===== config.mk =====
export PLATFORM = sky130hd
export DESIGN_NAME = soc_system_flag_pulse_pio
export DESIGN_NICKNAME = d
export VERILOG_FILES = /design/src/rtl/soc_system_flag_pio_pkg.sv /design/src/rtl/soc_system_flag_pulse_timer.sv /design/src/rtl/soc_system_flag_pulse_pio.sv
export SDC_FILE = /design/constraint.sdc
export NUM_CORES = 1
export LEC_CHECK = 0
export ABC_AREA = 1
export BUFFER_PORTS_ARGS = -buffer_cell sky130_fd_sc_hd__buf_2
export CAP_MARGIN = 20
export CORE_UTILIZATION = 35
export DETAILED_ROUTE_END_ITERATION = 8
export GPL_TIMING_DRIVEN = 0
export PLACE_DENSITY = 0.6
export SYNTH_ARGS = -nofsm -noshare
export SYNTH_HDL_FRONTEND = slang
export SYNTH_SLANG_ARGS = --single-unit

===== constraint.sdc =====
create_clock -name clk -period 5.2 [get_ports clk]
set_input_delay 0.26 -clock clk [delete_from_list [all_inputs] [get_ports clk]]
set_output_delay 0.26 -clock clk [all_outputs]
set_load 0.02 [all_outputs]

===== src/rtl/soc_system_flag_pio_pkg.sv =====
// rtl/soc_system_flag_pio_pkg.sv - register offsets and default parameters for the flag/pulse PIO
package soc_system_flag_pio_pkg;

    localparam int DEF_WIDTH       = 4;
    localparam int DEF_RESET_VALUE = 1;
    localparam int DEF_CNT_W       = 16;
    localparam int DEF_LEN_RESET   = 1;

    localparam logic [2:0] ADDR_DATA   = 3'd0;
    localparam logic [2:0] ADDR_MASK   = 3'd1;
    localparam logic [2:0] ADDR_LEN    = 3'd2;
    localparam logic [2:0] ADDR_ACTIVE = 3'd3;
    localparam logic [2:0] ADDR_SET    = 3'd4;
    localparam logic [2:0] ADDR_CLR    = 3'd5;
    localparam logic [2:0] ADDR_TOGGLE = 3'd6;
    localparam logic [2:0] ADDR_RSVD   = 3'd7;

endpackage


===== src/rtl/soc_system_flag_pulse_timer.sv =====
// rtl/soc_system_flag_pulse_timer.sv - per-flag pulse countdown with load/cancel
module soc_system_flag_pulse_timer
    import soc_system_flag_pio_pkg::*;
#(
    parameter int CNT_W = DEF_CNT_W
) (
    input  logic             clk,
    input  logic             reset_n,
    input  logic             load,
    input  logic             cancel,
    input  logic [CNT_W-1:0] len,
    output logic             active,
    output logic             expire
);

    logic [CNT_W-1:0] cnt;

    // Last counted cycle: the owning flag drops at the next edge
    assign expire = active && (cnt == CNT_W'(1));

    // Cancel beats load, load beats countdown; a zero length behaves as one
    always_ff @(posedge clk or negedge reset_n) begin
        if (!reset_n) begin
            cnt    <= '0;
            active <= 1'b0;
        end else if (cancel) begin
            cnt    <= '0;
            active <= 1'b0;
        end else if (load) begin
            cnt    <= (len == '0) ? CNT_W'(1) : len;
            active <= 1'b1;
        end else if (active) begin
            if (cnt == CNT_W'(1)) begin
                cnt    <= '0;
                active <= 1'b0;
            end else begin
                cnt <= cnt - CNT_W'(1);
            end
        end
    end

endmodule


===== src/rtl/soc_system_flag_pulse_pio.sv =====
// rtl/soc_system_flag_pulse_pio.sv - Avalon-MM flag PIO with per-bit level or timed pulse mode
module soc_system_flag_pulse_pio
    import soc_system_flag_pio_pkg::*;
#(
    parameter int          WIDTH       = DEF_WIDTH,
    parameter logic [31:0] RESET_VALUE = DEF_RESET_VALUE,
    parameter int          CNT_W       = DEF_CNT_W,
    parameter int          LEN_RESET   = DEF_LEN_RESET
) (
    input  logic             clk,
    input  logic             reset_n,
    input  logic [2:0]       address,
    input  logic             chipselect,
    input  logic             write_n,
    input  logic [31:0]      writedata,
    output logic [31:0]      readdata,
    output logic [WIDTH-1:0] out_port
);

    logic             wr_strobe;
    logic             wr_data, wr_mask, wr_len, wr_set, wr_clr, wr_tog;
    logic             data_written;
    logic [WIDTH-1:0] wd;
    logic [WIDTH-1:0] data, mask, active, expire;
    logic [WIDTH-1:0] data_wr, rise, retrig, load, cancel, mask_clr;
    logic [CNT_W-1:0] pulse_len;
    logic             unused_wd;

    assign unused_wd = ^writedata;

    assign wr_strobe = chipselect & ~write_n;
    assign wr_data   = wr_strobe && (address == ADDR_DATA);
    assign wr_mask   = wr_strobe && (address == ADDR_MASK);
    assign wr_len    = wr_strobe && (address == ADDR_LEN);
    assign wr_set    = wr_strobe && (address == ADDR_SET);
    assign wr_clr    = wr_strobe && (address == ADDR_CLR);
    assign wr_tog    = wr_strobe && (address == ADDR_TOGGLE);
    assign data_written = wr_data | wr_set | wr_clr | wr_tog;
    assign wd = writedata[WIDTH-1:0];

    // DATA value the current write would produce
    always_comb begin
        data_wr = data;
        if (wr_data)     data_wr = wd;
        else if (wr_set) data_wr = data | wd;
        else if (wr_clr) data_wr = data & ~wd;
        else if (wr_tog) data_wr = data ^ wd;
    end

    // Start a pulse on a 0->1 write, or restart it when SET hits a bit already high
    assign rise     = {WIDTH{data_written}} & ~data & data_wr;
    assign retrig   = {WIDTH{wr_set}} & data & wd;
    assign load     = mask & (rise | retrig);
    assign mask_clr = {WIDTH{wr_mask}} & ~wd;
    assign cancel   = mask_clr | ({WIDTH{data_written}} & ~data_wr);

    genvar gi;
    generate
        for (gi = 0; gi < WIDTH; gi++) begin : g_timer
            soc_system_flag_pulse_timer #(
                .CNT_W (CNT_W)
            ) u_timer (
                .clk     (clk),
                .reset_n (reset_n),
                .load    (load[gi]),
                .cancel  (cancel[gi]),
                .len     (pulse_len),
                .active  (active[gi]),
                .expire  (expire[gi])
            );
        end
    endgenerate

    // Writes win over expiry; a mask clear in the expiry cycle keeps the bit as a level
    always_ff @(posedge clk or negedge reset_n) begin
        if (!reset_n) begin
            data <= RESET_VALUE[WIDTH-1:0];
        end else if (data_written) begin
            data <= data_wr;
        end else begin
            data <= data & ~(expire & ~mask_clr);
        end
    end

    // Mode mask and pulse length registers
    always_ff @(posedge clk or negedge reset_n) begin
        if (!reset_n) begin
            mask      <= '0;
            pulse_len <= CNT_W'(LEN_RESET);
        end else begin
            if (wr_mask) mask      <= wd;
            if (wr_len)  pulse_len <= writedata[CNT_W-1:0];
        end
    end

    assign out_port = data;

    // Zero-latency read mux, independent of chipselect
    always_comb begin
        readdata = '0;
        case (address)
            ADDR_DATA:   readdata = 32'(data);
            ADDR_MASK:   readdata = 32'(mask);
            ADDR_LEN:    readdata = 32'(pulse_len);
            ADDR_ACTIVE: readdata = 32'(active);
            default:     readdata = '0;
        endcase
    end

endmodule

* Word-level counts from Yosys, hierarchy flattened
Index checks and enable logic that the tools add are counted.
Storage, ports and cells: flip-flop bits (word level) 92, input bits 39, output and inout bits 36, logic and storage cells 104
Operators by class: add/sub/neg operators 4, eq/ne operators 10, multiplexer cells 39, bitwise operators 24, reductions and logical operators 16
Operators by type and width (number):
- 16-bit 2-to-1 mux | 17
- 16-bit by 1-bit == test with 1-bit output, second input constant | 4
- 16-bit case mux with 4 select lines | 1
- 16-bit by 1-bit subtractor with 16-bit output, second input constant | 4
- 4-bit AND | 10
- 4-bit 2-to-1 mux | 5
- 4-bit inverter | 5
- 16-bit logical NOT | 1
- 1-bit 2-to-1 mux | 16
- 4-bit bitwise OR | 3
- 3-bit nonzero test | 4
- 1-bit logical AND | 10
- 3-bit == test, second input constant | 3
- 3-bit by 2-bit == test with 1-bit output, second input constant | 2
- 4-bit XOR | 1
- 3-bit by 1-bit == test with 1-bit output, second input constant | 1
- 3-bit logical NOT | 1
- 1-bit bitwise OR | 3
- 1-bit AND | 1
- 1-bit inverter | 1

* Longest topological paths before layout
Gate-level depths: netlist (run 1).
word-level depth 12, depth in mapped cells 16, gate-level depth less buffers 15

* By module
From an unflattened synthesis (run 1), not the netlist that was laid out.
Second synthesis, totals: cells, all modules 1159, area total of the unflattened synthesis 7806.2 µm²
By module, submodules not included:
- soc_system_flag_pulse_timer at g_timer[0].u_timer ... | instances 2, cells each 225, area each 1502.7 µm², seq. area each 425.4 µm²
- soc_system_flag_pulse_timer at g_timer[2].u_timer ... | instances 2, cells each 230, area each 1498.9 µm², seq. area each 425.4 µm²
- soc_system_flag_pulse_pio | instances 1, cells each 249, area each 1803.0 µm², seq. area each 603.1 µm²

* Least setup slack after synthesis (run 1)
OpenSTA, ideal clock, no wires.
path type register to register, start reg data[0] (netlist: out_port[0]), end reg g_timer[0].u_timer.cnt[15], library setup time 0.116 ns, arrival time 1.829 ns, required time 5.084 ns, path slack 3.255 ns, stages on the path, launching flop included 16, buffers on the path 1, clock period less this slack 1.945 ns, path through dfstp_2 > inv_1 > ha_1 > nand2_1 > nand3_1 > nand2_1 > nand2_1 > nand3_2 > nand2_4 > nand2_4 > buf_2 > nand2_1 > nand2_1 > inv_1 > nand2_1 > nand2_1
On the way: longest elaborated chain between the ends 10, elaborated cells on any way between the ends 20, classes of those cells mux (6); bitwise (13); reduce/logical (1)
RTL lines:
- start, declared | line soc_system_flag_pulse_pio.sv:24 | logic [WIDTH-1:0] data, mask, active, expire;
- start signal, assigned | line soc_system_flag_pulse_pio.sv:77 | data <= RESET_VALUE[WIDTH-1:0];
- start signal, assigned | line soc_system_flag_pulse_pio.sv:79 | data <= data_wr;
- start signal, assigned | line soc_system_flag_pulse_pio.sv:81 | data <= data & ~(expire & ~mask_clr);
- 4-bit XOR | line soc_system_flag_pulse_pio.sv:47 | else if (wr_tog) data_wr = data ^ wd;
- 4-bit 2-to-1 mux | line soc_system_flag_pulse_pio.sv:47
- 4-bit 2-to-1 mux | line soc_system_flag_pulse_pio.sv:46 | else if (wr_clr) data_wr = data & ~wd;
- 4-bit 2-to-1 mux | line soc_system_flag_pulse_pio.sv:45 | else if (wr_set) data_wr = data | wd;
- 4-bit 2-to-1 mux | line soc_system_flag_pulse_pio.sv:44 | if (wr_data) data_wr = wd;
- 4-bit AND | line soc_system_flag_pulse_pio.sv:51 | assign rise = {WIDTH{data_written}} & ~data & data_wr;
- 4-bit bitwise OR | line soc_system_flag_pulse_pio.sv:53 | assign load = mask & (rise | retrig);
- 4-bit AND | line soc_system_flag_pulse_pio.sv:53
- 16-bit 2-to-1 mux | line soc_system_flag_pulse_timer.sv:29 | end else if (load) begin
- 16-bit 2-to-1 mux | line soc_system_flag_pulse_timer.sv:26 | end else if (cancel) begin
- end signal, assigned | line soc_system_flag_pulse_timer.sv:30 | cnt <= (len == '0) ? CNT_W'(1) : len;
- end signal, assigned | line soc_system_flag_pulse_timer.sv:37 | cnt <= cnt - CNT_W'(1);
- end, declared | line soc_system_flag_pulse_timer.sv:16 | logic [CNT_W-1:0] cnt;
Several ways; a longest one is shown, not always the timed one. A chain may end at the register's enable or synchronous reset.

* Worst setup path in the final report (run 1)
start reg g_timer[1].u_timer.cnt[0], end reg g_timer[1].u_timer.cnt[14]
On the way: longest elaborated chain between the ends 5, elaborated cells on any way between the ends 6, classes of those cells add/sub (1); eq/ne (1); mux (4)
RTL lines:
- start, declared | line soc_system_flag_pulse_timer.sv:16
- start signal, assigned | line soc_system_flag_pulse_timer.sv:30
- start signal, assigned | line soc_system_flag_pulse_timer.sv:37
- 16-bit by 1-bit subtractor with 16-bit output / 16-bit by 1-bit == test with 1-bit output (equally long branches) | line soc_system_flag_pulse_timer.sv:37, soc_system_flag_pulse_timer.sv:33
- 16-bit 2-to-1 mux (*) | line soc_system_flag_pulse_timer.sv:33 | if (cnt == CNT_W'(1)) begin
- 16-bit 2-to-1 mux (*) | line soc_system_flag_pulse_timer.sv:32 | end else if (active) begin
- 16-bit 2-to-1 mux (*) | line soc_system_flag_pulse_timer.sv:29
- 16-bit 2-to-1 mux (*) | line soc_system_flag_pulse_timer.sv:26
Every way passes the cells marked *; elsewhere a longest branch is shown, timed or not. The select of a mux whose other input is x is not followed.

==> summary.txt, run 1 <==
Outcome
  • Status: complete, no violations

Global route
  • Antenna violations before repair: 0
  • GRT Residual Overflow: 0
  • First-pass GRT wire length: 34.87 mm
  • Largest net degree at the start of global routing: 51
  • GRT Resource Usage Total: 20.68%
  • Vias in the first global route: 6704

Synth
  • Register area share after synthesis: 31.69%
  • Complex-gate fraction of the synthesized area: 8.293%
  • Syn_area_per_cell: 6.447 um^2
  • Post-synth EDFFs: 0
  • Post-synth ARST share: 100.0%
  • Post-synthesis adder-cell area fraction: 2.753%
  • Mapped Cells: 1128
  • Yosys reg bits: 92
  • Post-synth cell types: 38
  • Mux cell area share after synthesis: 0%
  • Synth warnings: 0
  • Simple-Gate Fraction of Synth Area: 43.05%
  • Main combinational cell family by area after synthesis: simple AND/OR/NAND/NOR gates
  • Top-area cell type share of the netlist area: 30.97%
  • Synth area leaders: dfrtp_1 31%, nand2_1 18%, nand3_1 12%, inv_1 7.1%, nor2_1 6.3%
  • Cell taking the most area after synthesis: dfrtp_1
  • Synth Cell Area: 7272 um^2
  • Synth Area in XOR/XNOR: 2.409%
  • Main flop type after synthesis: dfrtp_1

Detailed routing
  • Metal2 WL: 9.781 mm
  • Routed met3 length: 1.130 mm
  • WL/cell: 14.40 um
  • Pre-antenna DRT Iters: 5
  • Routed vias: 7118
  • Highest metal layer with signal wires: met4
  • Via density: 4.836
  • Drt initial violations: 532
  • Met1 Wirelength: 9.795 mm
  • Remaining antenna violation count: 0
  • Remaining DRCs: 0
  • Drt total wl: 21.19 mm

Setup path
  • CP Cell Sequence: inv_1 -> ha_1 -> nand3_1 -> or2_2 -> nor3_1 -> nand3_1 -> nand2_1 -> nand2_1 -> nor2_1 -> nand2_1 -> nand2_1 -> nand2_1 -> nand2_1
  • WP data required: 5.50 ns
  • Worst setup path class: register to register
  • Crit path top cell by count: nand2_1
  • Crit path launch type: register
  • CP delay by family, top: simple AND/OR/NAND/NOR gates
  • Crit Path Max Fanout: 5
  • Largest incremental delay on the critical path: 0.43 ns
  • Crit path DAT: 2.52 ns
  • WP buf/inv: 1
  • Crit end category: register
  • CP max stage cell: dfrtp_1

Floorplan
  • DIE WIDTH: 146.1 um
  • Core footprint: 20300 um^2
  • Number of top-level pins: 75
  • Site row count: 52
  • Die area: 21360 um^2
  • Initial core utilization: 35.82%
  • Die extent in y: 146.1 um

STA
  • Min Tclk post-route: 2.222 ns
  • Worst slew pin tran: 0.6145 ns
  • Setup TNS: 0 ns
  • Final setup viols: 0
  • Tcrit/Tclk final: 42.73%
  • Fin. Hold Viols: 0
  • RSZ-0062 raised after global routing: no
  • Fin Hold WS: 0.1497 ns
  • Fin worst setup slack: 2.978 ns
  • Slew Limit Fails: 0
  • Worst clock skew: 0.005754 ns
  • Max Clk Rate: 0.4501 GHz
  • Rel. slew slack: 58.95%

Finish
  • Post-Layout Cell Count: 1472
  • Layout cell share with drive strength beyond 1: 11.40%
  • Final Util: 40.50%
  • Antenna cell count: 0
  • Area grow syn2layout: 13.04%
  • Nets: 1253

Pwr
  • Peak VDD IR: 0.0002273 V
  • Pwr Density: 511.8 nW/um^2
  • Leak: 4.572 nW

Placement
  • Detailed Place HPWL: 15.30 mm
  • Post-place setup slack: 2.998 ns
  • Placed instance count: 1456
  • Final Wtd Congestion: 0.8846
  • PortBufs: 42

Clocking
  • Clk pin slew, worst setup/hold paths: 0.06 ns
  • Root Driver: clkbuf_16
  • H-tree depth: 3
  • TritonCTS Buffers: 9
  • Worst skew pair latency: 0.36 ns
  • Resized Gates After CTS: 0
  • CTS Sinks: 92
  • Maximum root-to-sink buffer count: 2
  • TritonCTS clock tree: built

Run
  • Max-Cap Viols: 0

Hold path
  • Hold/Removal Path Class: input pin to register
flip-flops by register name, indices dropped and copies added, names as in the netlist:
register and cells:
g_timer.u_timer.active 4, g_timer.u_timer.cnt 64, mask 4, out_port 4
pulse_len 16
Yosys cell counts, types with 6 or more instances:
| master | instances |
|---|---|
| xor2_1 | 15 |
| a21oi_1 | 46 |
| ha_1 | 16 |
| inv_1 | 137 |
| nor3_1 | 15 |
| dfrtp_1 | 90 |
| clkbuf_1 | 9 |
| o21ai_0 | 26 |
| nand2_1 | 356 |
| nand3_1 | 170 |
| nand2_4 | 9 |
| buf_4 | 20 |
| buf_2 | 20 |
| nor2_4 | 6 |
| nor2_1 | 123 |
| nor4_1 | 10 |
per-layer routing:
layer | vias to the layer above | track usage [%]
li1 | 3692 | -
met1 | 3214 | 27.38
met2 | 182 | 34.40
met3 | 30 | 3.313
met4 | 0 | 6.563
met5 | - | 0
tightest hold or removal path: stages:
cell and delay [ns]:
buf_2 0.08, nor2_1 0.03, a21oi_1 0.10
area by class of cell:
| class | instances | area [um^2] |
|---|---|---|
| Buffer | 53 | 329.1 |
| Clock buffer | 14 | 274.0 |
| Clock inverter | 1 | 30.03 |
| Fill cell | 2183 | 12080 |
| Inverter | 140 | 525.5 |
| Multi-Input combinational cell | 858 | 4169 |
| Sequential cell | 92 | 2305 |
| Tap cell | 270 | 337.8 |
| Timing Repair Buffer | 44 | 250.2 |
cell usage in the layout (no fill, tap or decap), types with 3 or more instances in the layout:
master     Yosys  final
clkbuf_8       0      3
nor3_1        15     15
inv_1        137    137
nand4_1        4      4
xor2_1        15     15
o221ai_1       4      4
dfrtp_1       90     90
clkbuf_1       9     11
o21a_1         5      5
xnor2_1        5      5
buf_6          4      4
clkbuf_16      0      9
nand2_2        4      4
nor2_1       123    123
nand3_2        5      5
nand2_4        9      9
buf_2         20     61
conb_1         1     16
a31oi_1        5      5
ha_1          16     16
o211ai_1       4      4
buf_4         20     21
nand2_1      356    356
nand3_1      170    170
a21oi_1       46     46
nor4_1        10     10
nor2_4         6      6
a21oi_4        4      4
o21ai_0       26     26
cells by family after synthesis:
group | count (synthesis)
simple gates | 708
buf+inv | 193
compound gates | 98
flops | 92
xor+xnor | 20
fa+ha+maj | 16
other cells | 1
final timing paths:
kind	from	end	slack, ns	cells after the start
min in group asynchronous	reset_n	g_timer[0].u_timer.cnt[4]	0.46	2
hold / removal	writedata[15]	pulse_len[15]	0.15	3
setup / recovery	g_timer[1].u_timer.cnt[0]	g_timer[1].u_timer.cnt[14]	2.98	13
hold reg to reg	g_timer[2].u_timer.cnt[6]	g_timer[2].u_timer.cnt[6]	0.51	2
max in group asynchronous	reset_n	g_timer[3].u_timer.active	4.07	3
setup reg to reg	g_timer[1].u_timer.cnt[0]	g_timer[1].u_timer.cnt[14]	2.98	13
power breakdown:
group | switching, mW | internal [mW] | total (mW) | leakage, nW
combinational | 1.38 | 0.825 | 2.20 | 3.28
clock | 0.292 | 0.411 | 0.702 | 0.149
sequential | 0.320 | 0.981 | 1.30 | 1.14
total | 1.99 | 2.22 | 4.21 | 4.57
per-stage QoR:
step	instance area (um^2)	total power [mW]
global route	8220	4.661
CTS	8220	4.226
global placement	7876	3.474
floorplan	7328	2.971
detailed placement	7906	3.502
finish	8220	4.207
timing repair:
item / CTS / global route
hold buffers: 1 / 0
endpoints found under the setup margin: 0 / 0
buffers inserted: 0 / 0
endpoints found under the hold margin: 40 / 0
Power figures use the tool's default switching activity.
==> run 2, diff against run 1 <==
--- a/config.mk
+++ b/config.mk
@@ -5,13 +5,13 @@
 export SDC_FILE = /design/constraint.sdc
 export NUM_CORES = 1
 export LEC_CHECK = 0
-export ABC_AREA = 1
+export ABC_AREA = 0
 export BUFFER_PORTS_ARGS = -buffer_cell sky130_fd_sc_hd__buf_2
 export CAP_MARGIN = 20
 export CORE_UTILIZATION = 35
 export DETAILED_ROUTE_END_ITERATION = 8
 export GPL_TIMING_DRIVEN = 0
-export PLACE_DENSITY = 0.6
+export PLACE_DENSITY = 0.61
 export SYNTH_ARGS = -nofsm -noshare
 export SYNTH_HDL_FRONTEND = slang
 export SYNTH_SLANG_ARGS = --single-unit
==> constraint.sdc (replaced) <==
create_clock -name clk -period 2.3 [get_ports clk]
set_input_delay 0.115 -clock clk [delete_from_list [all_inputs] [get_ports clk]]
set_output_delay 0.115 -clock clk [all_outputs]
set_load 0.02 [all_outputs]
==> summary.txt, run 2 <==
Pwr
  • Power Internal: 4.384 mW
  • Sw power: 2.982 mW
  • Total chip power: 7.367 mW
  • Pwr Density: 996.1 nW/um^2
  • Sw Ratio: 40.48%
  • Comb pwr share: 40.2%
  • Leak: 3.387 nW
  • Reg power frac: 40.2%
  • Clock power frac: 19.5%
  • Peak VDD IR: 0.0006083 V

Placement
  • Final Wtd Congestion: 0.8733
  • Detailed Place HPWL: 12.26 mm
  • Dpl cell area: 6759 um^2
  • PortBufs: 41
  • Placed instance count: 984

Finish
  • Final Util: 42.76%
  • Antenna cell count: 0
  • Flip-flop count of the largest register after layout: 64
  • Layout cell share with drive strength beyond 1: 20.38%
  • Post-Layout Cell Count: 1025
  • Nets: 850
  • Most common cell after layout, fill and taps aside: dfrtp_1
  • Commonest cells after routing, fill and taps aside: 87 x dfrtp_1, 66 x nor2_1, 60 x nand2_1, 56 x a21oi_1, 50 x buf_2
  • Final non-filler cell area: 7396 um^2
  • Largest registers: g_timer.u_timer.cnt: 64 flops, pulse_len: 16 flops
  • Reg with most FFs: g_timer.u_timer.cnt
  • FILL cells: 1717
  • Area grow syn2layout: 19.56%

Clocking
  • TritonCTS clock tree: built
  • TritonCTS Buffers: 9
  • Clk pin slew, worst setup/hold paths: 0.06 ns
  • CTS Sinks: 92
  • Worst skew pair latency: 0.35 ns
  • Root Driver: clkbuf_16
  • Maximum root-to-sink buffer count: 2
  • H-tree depth: 3

Floorplan
  • Die extent in y: 134.9 um
  • Core footprint: 17300 um^2
  • Number of top-level pins: 75
  • Die area: 18210 um^2
  • Site row count: 48
  • DIE WIDTH: 134.9 um
  • Initial core utilization: 35.76%

Setup path
  • WP data required: 2.53 ns
  • CP Launch Point: g_timer[1].u_timer.cnt[7]
  • Reg2reg setup slack: 0.11 ns
  • R2R cell count: 6
  • Worst R2R Start: g_timer[1].u_timer.cnt[7]
  • Worst Setup EP: g_timer[1].u_timer.cnt[15]
  • Worst r2r dst: g_timer[1].u_timer.cnt[15]
  • Crit path launch type: register
  • Crit Path Max Fanout: 10
  • Crit end category: register
  • Worst setup path class: register to register
  • Crit path DAT: 2.42 ns

Synth
  • Synth Cell Area: 6186 um^2
  • Yosys reg bits: 92
  • Mapped Cells: 702
  • Syn_area_per_cell: 8.812 um^2
  • Post-synth EDFFs: 0
  • Synth warnings: 0
  • Post-synth ARST share: 100.0%
  • Synth cell count leaders: 90 x dfrtp_1, 66 x nor2_1, 60 x nand2_1
  • Register area share after synthesis: 37.26%
  • Main flop type after synthesis: dfrtp_1
  • Most frequent cell after synthesis: dfrtp_1
  • Cell taking the most area after synthesis: dfrtp_1
  • Top-area cell type share of the netlist area: 36.41%
  • Synth area leaders: dfrtp_1 36%, a21oi_1 4.6%, nand3_1 4.0%, nor2_1 4.0%, xor2_1 3.7%
  • Post-synth cell types: 70

Run
  • Max-Cap Viols: 0

STA
  • Fin. Hold Viols: 0
  • Max Clk Rate: 0.4575 GHz
  • Slew Limit Fails: 0
  • Final setup viols: 0
  • Worst clock skew: 0.009257 ns
  • Worst slew pin tran: 0.7301 ns
  • Fin Hold WS: 0.005928 ns
  • RSZ-0062 raised after global routing: yes
  • Min Tclk post-route: 2.186 ns
  • Tcrit/Tclk final: 95.03%
  • Rel. slew slack: 51.20%

Detailed routing
  • WL/cell: 17.40 um
  • Drt total wl: 17.84 mm
  • Pre-antenna DRT Iters: 5
  • Remaining DRCs: 0
  • Routed vias: 5599
  • Via density: 5.462
  • Drt initial violations: 356
  • Remaining antenna violation count: 0

Global route
  • First-pass GRT wire length: 28.53 mm
  • GRT Resource Usage Total: 20.37%
  • GRT Residual Overflow: 0
  • Antenna violations before repair: 0
  • Vias in the first global route: 5355
  • Largest net degree at the start of global routing: 59

Outcome
  • Status: complete, no violations

Hold path
  • Hold/Removal Path Class: input pin to register
-- run 2: how the worst min path moves through the flow --
| stage | cells past startpoint | slack (ns) | endpoint | startpoint |
|---|---|---|---|---|
| after floorplan | 0 | -0.18 | g_timer[0].u_timer.active | reset_n |
| after global placement | 2 | 0.35 | pulse_len[15] | writedata[15] |
| after detailed placement | 1 | 0.10 | g_timer[1].u_timer.cnt[13] | reset_n |
| after CTS | 2 | 0.0006 | pulse_len[10] | writedata[10] |
| after global routing | 2 | 0.005 | pulse_len[10] | writedata[10] |
| final | 2 | 0.006 | pulse_len[8] | writedata[8] |
-- run 2: routing by layer --
layer	track usage (%)	share of wire, %
met2	32.07	45
met1	28.02	46
met4	7.491	2.4
met3	3.453	6.0
met5	0	0
-- run 2: layout make-up --
cell class | instances | area, um^2 | area share [%]
clock inverters | 1 | 5.005 | 0.06767
plain buffers | 48 | 317.8 | 4.297
multi-input cells | 553 | 3652 | 49.38
clock buffers | 15 | 277.8 | 3.756
repair buffers | 69 | 470.5 | 6.361
flip-flops and latches | 92 | 2308 | 31.21
well taps | 225 | 281.5 | 3.806
inverters | 22 | 82.58 | 1.117
-- run 2: timing repair --
| item | 4_1_cts | 5_1_grt |
|---|---|---|
| setup buffers | 7 | 12 |
| gates resized for setup | 12 | 20 |
| hold buffers | 8 | 0 |
| setup endpoints to repair | 68 | 62 |
| hold endpoints to repair | 41 | 0 |
| pin swaps | 4 | 4 |
-- run 2: critical path: stages, from the launching register on --
cell	delay (ns)
dfrtp_1	0.41
or3_4	0.40
nand4b_1	0.23
and4bb_2	0.38
nand2_1	0.15
clkbuf_2	0.25
a32o_1	0.25
-- run 2: per-stage QoR --
stage	TNS (ns)	worst slack, ns
after floorplan	0	0.03330
after global placement	-12.16	-0.2836
after global routing	-0.008641	-0.005741
after CTS	0	0.003380
after detailed placement	-13.00	-0.3097
final	0	0.1143
-- run 2: cells by family after synthesis --
family                   Yosys count  synth area share [%]
AO/OA/AOI/OAI                    147                 16.55
XOR/XNOR                          33                 4.672
adder cells (fa/ha/maj)           17                 3.398
buffers and inverters             72                 6.230
flip-flops                        92                 37.26
multiplexers                      24                 4.935
other                              1               0.06062
AND/OR/NAND/NOR                  316                 26.90
-- run 2: power by group through the flow --
stage               clock, mW  combinational [mW]  sequential, mW
floorplan                   0                2.23            2.71
global placement            0                2.75            2.94
detailed placement          0                2.80            2.94
CTS                      1.47                2.84            2.95
global route             1.53                3.34            3.05
finish                   1.44                2.96            2.96
==> run 3, diff against run 2 <==
==> constraint.sdc (replaced) <==
create_clock -name clk -period 2.3 [get_ports clk]
set_input_delay 0.23 -clock clk [delete_from_list [all_inputs] [get_ports clk]]
set_output_delay 0.23 -clock clk [all_outputs]
set_load 0.02 [all_outputs]
==> summary.txt, run 3 (synthesis gave the netlist of run 2 again) <==
Floorplan
  • Number of top-level pins: 75
  • Die area: 18210 um^2
  • Initial core utilization: 35.76%
  • Die extent in y: 134.9 um
  • Core footprint: 17300 um^2
  • Site row count: 48
  • DIE WIDTH: 134.9 um

Placement
  • Final Wtd Congestion: 0.8733
  • Dpl cell area: 6759 um^2
  • PortBufs: 41
  • Detailed Place HPWL: 12.26 mm

Finish
  • Area grow syn2layout: 18.43%
  • Most common cell after layout, fill and taps aside: dfrtp_1
  • Commonest cells after routing, fill and taps aside: 87 x dfrtp_1, 66 x nor2_1, 60 x nand2_1, 56 x a21oi_1, 50 x buf_2
  • Layout cell share with drive strength beyond 1: 20.55%
  • Nets: 843
  • Reg with most FFs: g_timer.u_timer.cnt
  • Final Util: 42.35%
  • Antenna cell count: 0
  • Final non-filler cell area: 7326 um^2
  • Largest registers: g_timer.u_timer.cnt: 64 flops, pulse_len: 16 flops
  • Flip-flop count of the largest register after layout: 64

Pwr
  • Sw Ratio: 40.48%
  • Clock power frac: 19.6%
  • Total chip power: 7.353 mW
  • Reg power frac: 40.3%
  • Peak VDD IR: 0.0005965 V
  • Comb pwr share: 40.1%
  • Power Internal: 4.376 mW
  • Pwr Density: 1004 nW/um^2
  • Leak: 3.357 nW
  • Sw power: 2.977 mW

Detailed routing
  • Drt initial violations: 314
  • Routed vias: 5566
  • Remaining DRCs: 0
  • WL/cell: 17.39 um
  • Via density: 5.468
  • Remaining antenna violation count: 0
  • Drt total wl: 17.70 mm
  • Pre-antenna DRT Iters: 5

Setup path
  • WP data required: 2.53 ns
  • Worst setup path class: register to register
  • Crit path DAT: 2.41 ns
  • Crit path launch type: register
  • CP Cell Sequence: or3_4 -> nand4b_1 -> and4bb_2 -> nand2_1 -> clkbuf_2 -> a32o_1
  • Largest incremental delay on the critical path: 0.40 ns
  • R2R cell count: 6
  • Crit end category: register
  • Crit Path Max Fanout: 10
  • CP max stage cell: dfrtp_1
  • Reg2reg setup slack: 0.12 ns

STA
  • Slew Limit Fails: 0
  • Tcrit/Tclk final: 94.67%
  • Min Tclk post-route: 2.178 ns
  • Fin. Hold Viols: 0
  • Fin Hold WS: 0.1076 ns
  • RSZ-0062 raised after global routing: yes
  • Worst slew pin tran: 0.7404 ns
  • Worst clock skew: 0.009570 ns
  • Max Clk Rate: 0.4592 GHz
  • Final setup viols: 0
  • Rel. slew slack: 50.51%

Global route
  • GRT Resource Usage Total: 20.25%
  • First-pass GRT wire length: 28.37 mm
  • Largest net degree at the start of global routing: 59
  • GRT Residual Overflow: 0
  • Vias in the first global route: 5317
  • Antenna violations before repair: 0

Clocking
  • Clk pin slew, worst setup/hold paths: 0.06 ns
  • TritonCTS clock tree: built
  • Root Driver: clkbuf_16
  • CTS Sinks: 92
  • TritonCTS Buffers: 9
  • Maximum root-to-sink buffer count: 2
  • Worst skew pair latency: 0.35 ns
  • H-tree depth: 3

Hold path
  • Hold Path Cell Cnt: 2
  • Hold/Removal Path Class: input pin to register

Outcome
  • Status: complete, no violations

Run
  • Max-Cap Viols: 0
[run 3: changes by cell type in the layout (fill, tap and decap cells not counted), sizes merged]
cell,previous run,this run
dlygate4sd3,8,1
[run 3: worst paths after layout]
kind	from	end
max	g_timer[1].u_timer.cnt[7]	g_timer[1].u_timer.cnt[15]
min	writedata[7]	pulse_len[7]
max reg2reg	g_timer[1].u_timer.cnt[7]	g_timer[1].u_timer.cnt[15]
min reg2reg	mask[2]	mask[2]
max in group asynchronous	reset_n	out_port[0]
min in group asynchronous	reset_n	g_timer[1].u_timer.cnt[13]
[run 3: critical path: cells and delay by family, from the launching register on]
kind,cells,cell delay (ns)
buffers and inverters,1,0.25
flip-flops,1,0.40
AND/OR/NAND/NOR,4,1.16
AO/OA/AOI/OAI,1,0.25
[run 3: metrics by stage]
stage	worst slack [ns]	TNS, ns	cells
after floorplan	0.03330	0	717
after global routing	-0.005741	-0.008641	1018
after global placement	-0.2836	-12.16	983
after detailed placement	-0.3097	-13.00	984
after CTS	0.003380	0	1006
final	0.1225	0	1018
[run 3: routing by layer]
metal | track usage (%) | vias to the layer above | wire length, um | share of wire (%)
met2 | 31.59 | 195 | 7925 | 45
met3 | 3.453 | 30 | 1143 | 6.5
met5 | 0 | - | 0 | 0
met4 | 7.491 | 0 | 461 | 2.6
met1 | 28.06 | 2645 | 8174 | 46
li1 | - | 2696 | - | -
[run 3: timing repair]
action,in CTS,in global routing
gates resized for setup,12,20
setup buffers,7,12
hold buffers,1,0
setup endpoints to repair,68,62
endpoints found under the hold margin,34,0
pin swaps,4,4
[run 3: power groups by stage]
stage / clock (mW) / combinational, mW / sequential, mW
6_report: 1.44 / 2.95 / 2.96
3_5_place_dp: 0 / 2.80 / 2.94
4_1_cts: 1.47 / 2.83 / 2.95
2_1_floorplan: 0 / 2.23 / 2.71
3_3_place_gp: 0 / 2.75 / 2.94
5_1_grt: 1.53 / 3.33 / 3.05
[run 3: area by class of cell]
| class | instances | area (um^2) |
|---|---|---|
| Fill cell | 1723 | 9971 |
| Multi-Input combinational cell | 553 | 3652 |
| Sequential cell | 92 | 2308 |
| Timing Repair Buffer | 62 | 400.4 |
| Buffer | 48 | 317.8 |
| Tap cell | 225 | 281.5 |
| Clock buffer | 15 | 277.8 |
| Inverter | 22 | 82.58 |
| Clock inverter | 1 | 5.005 |
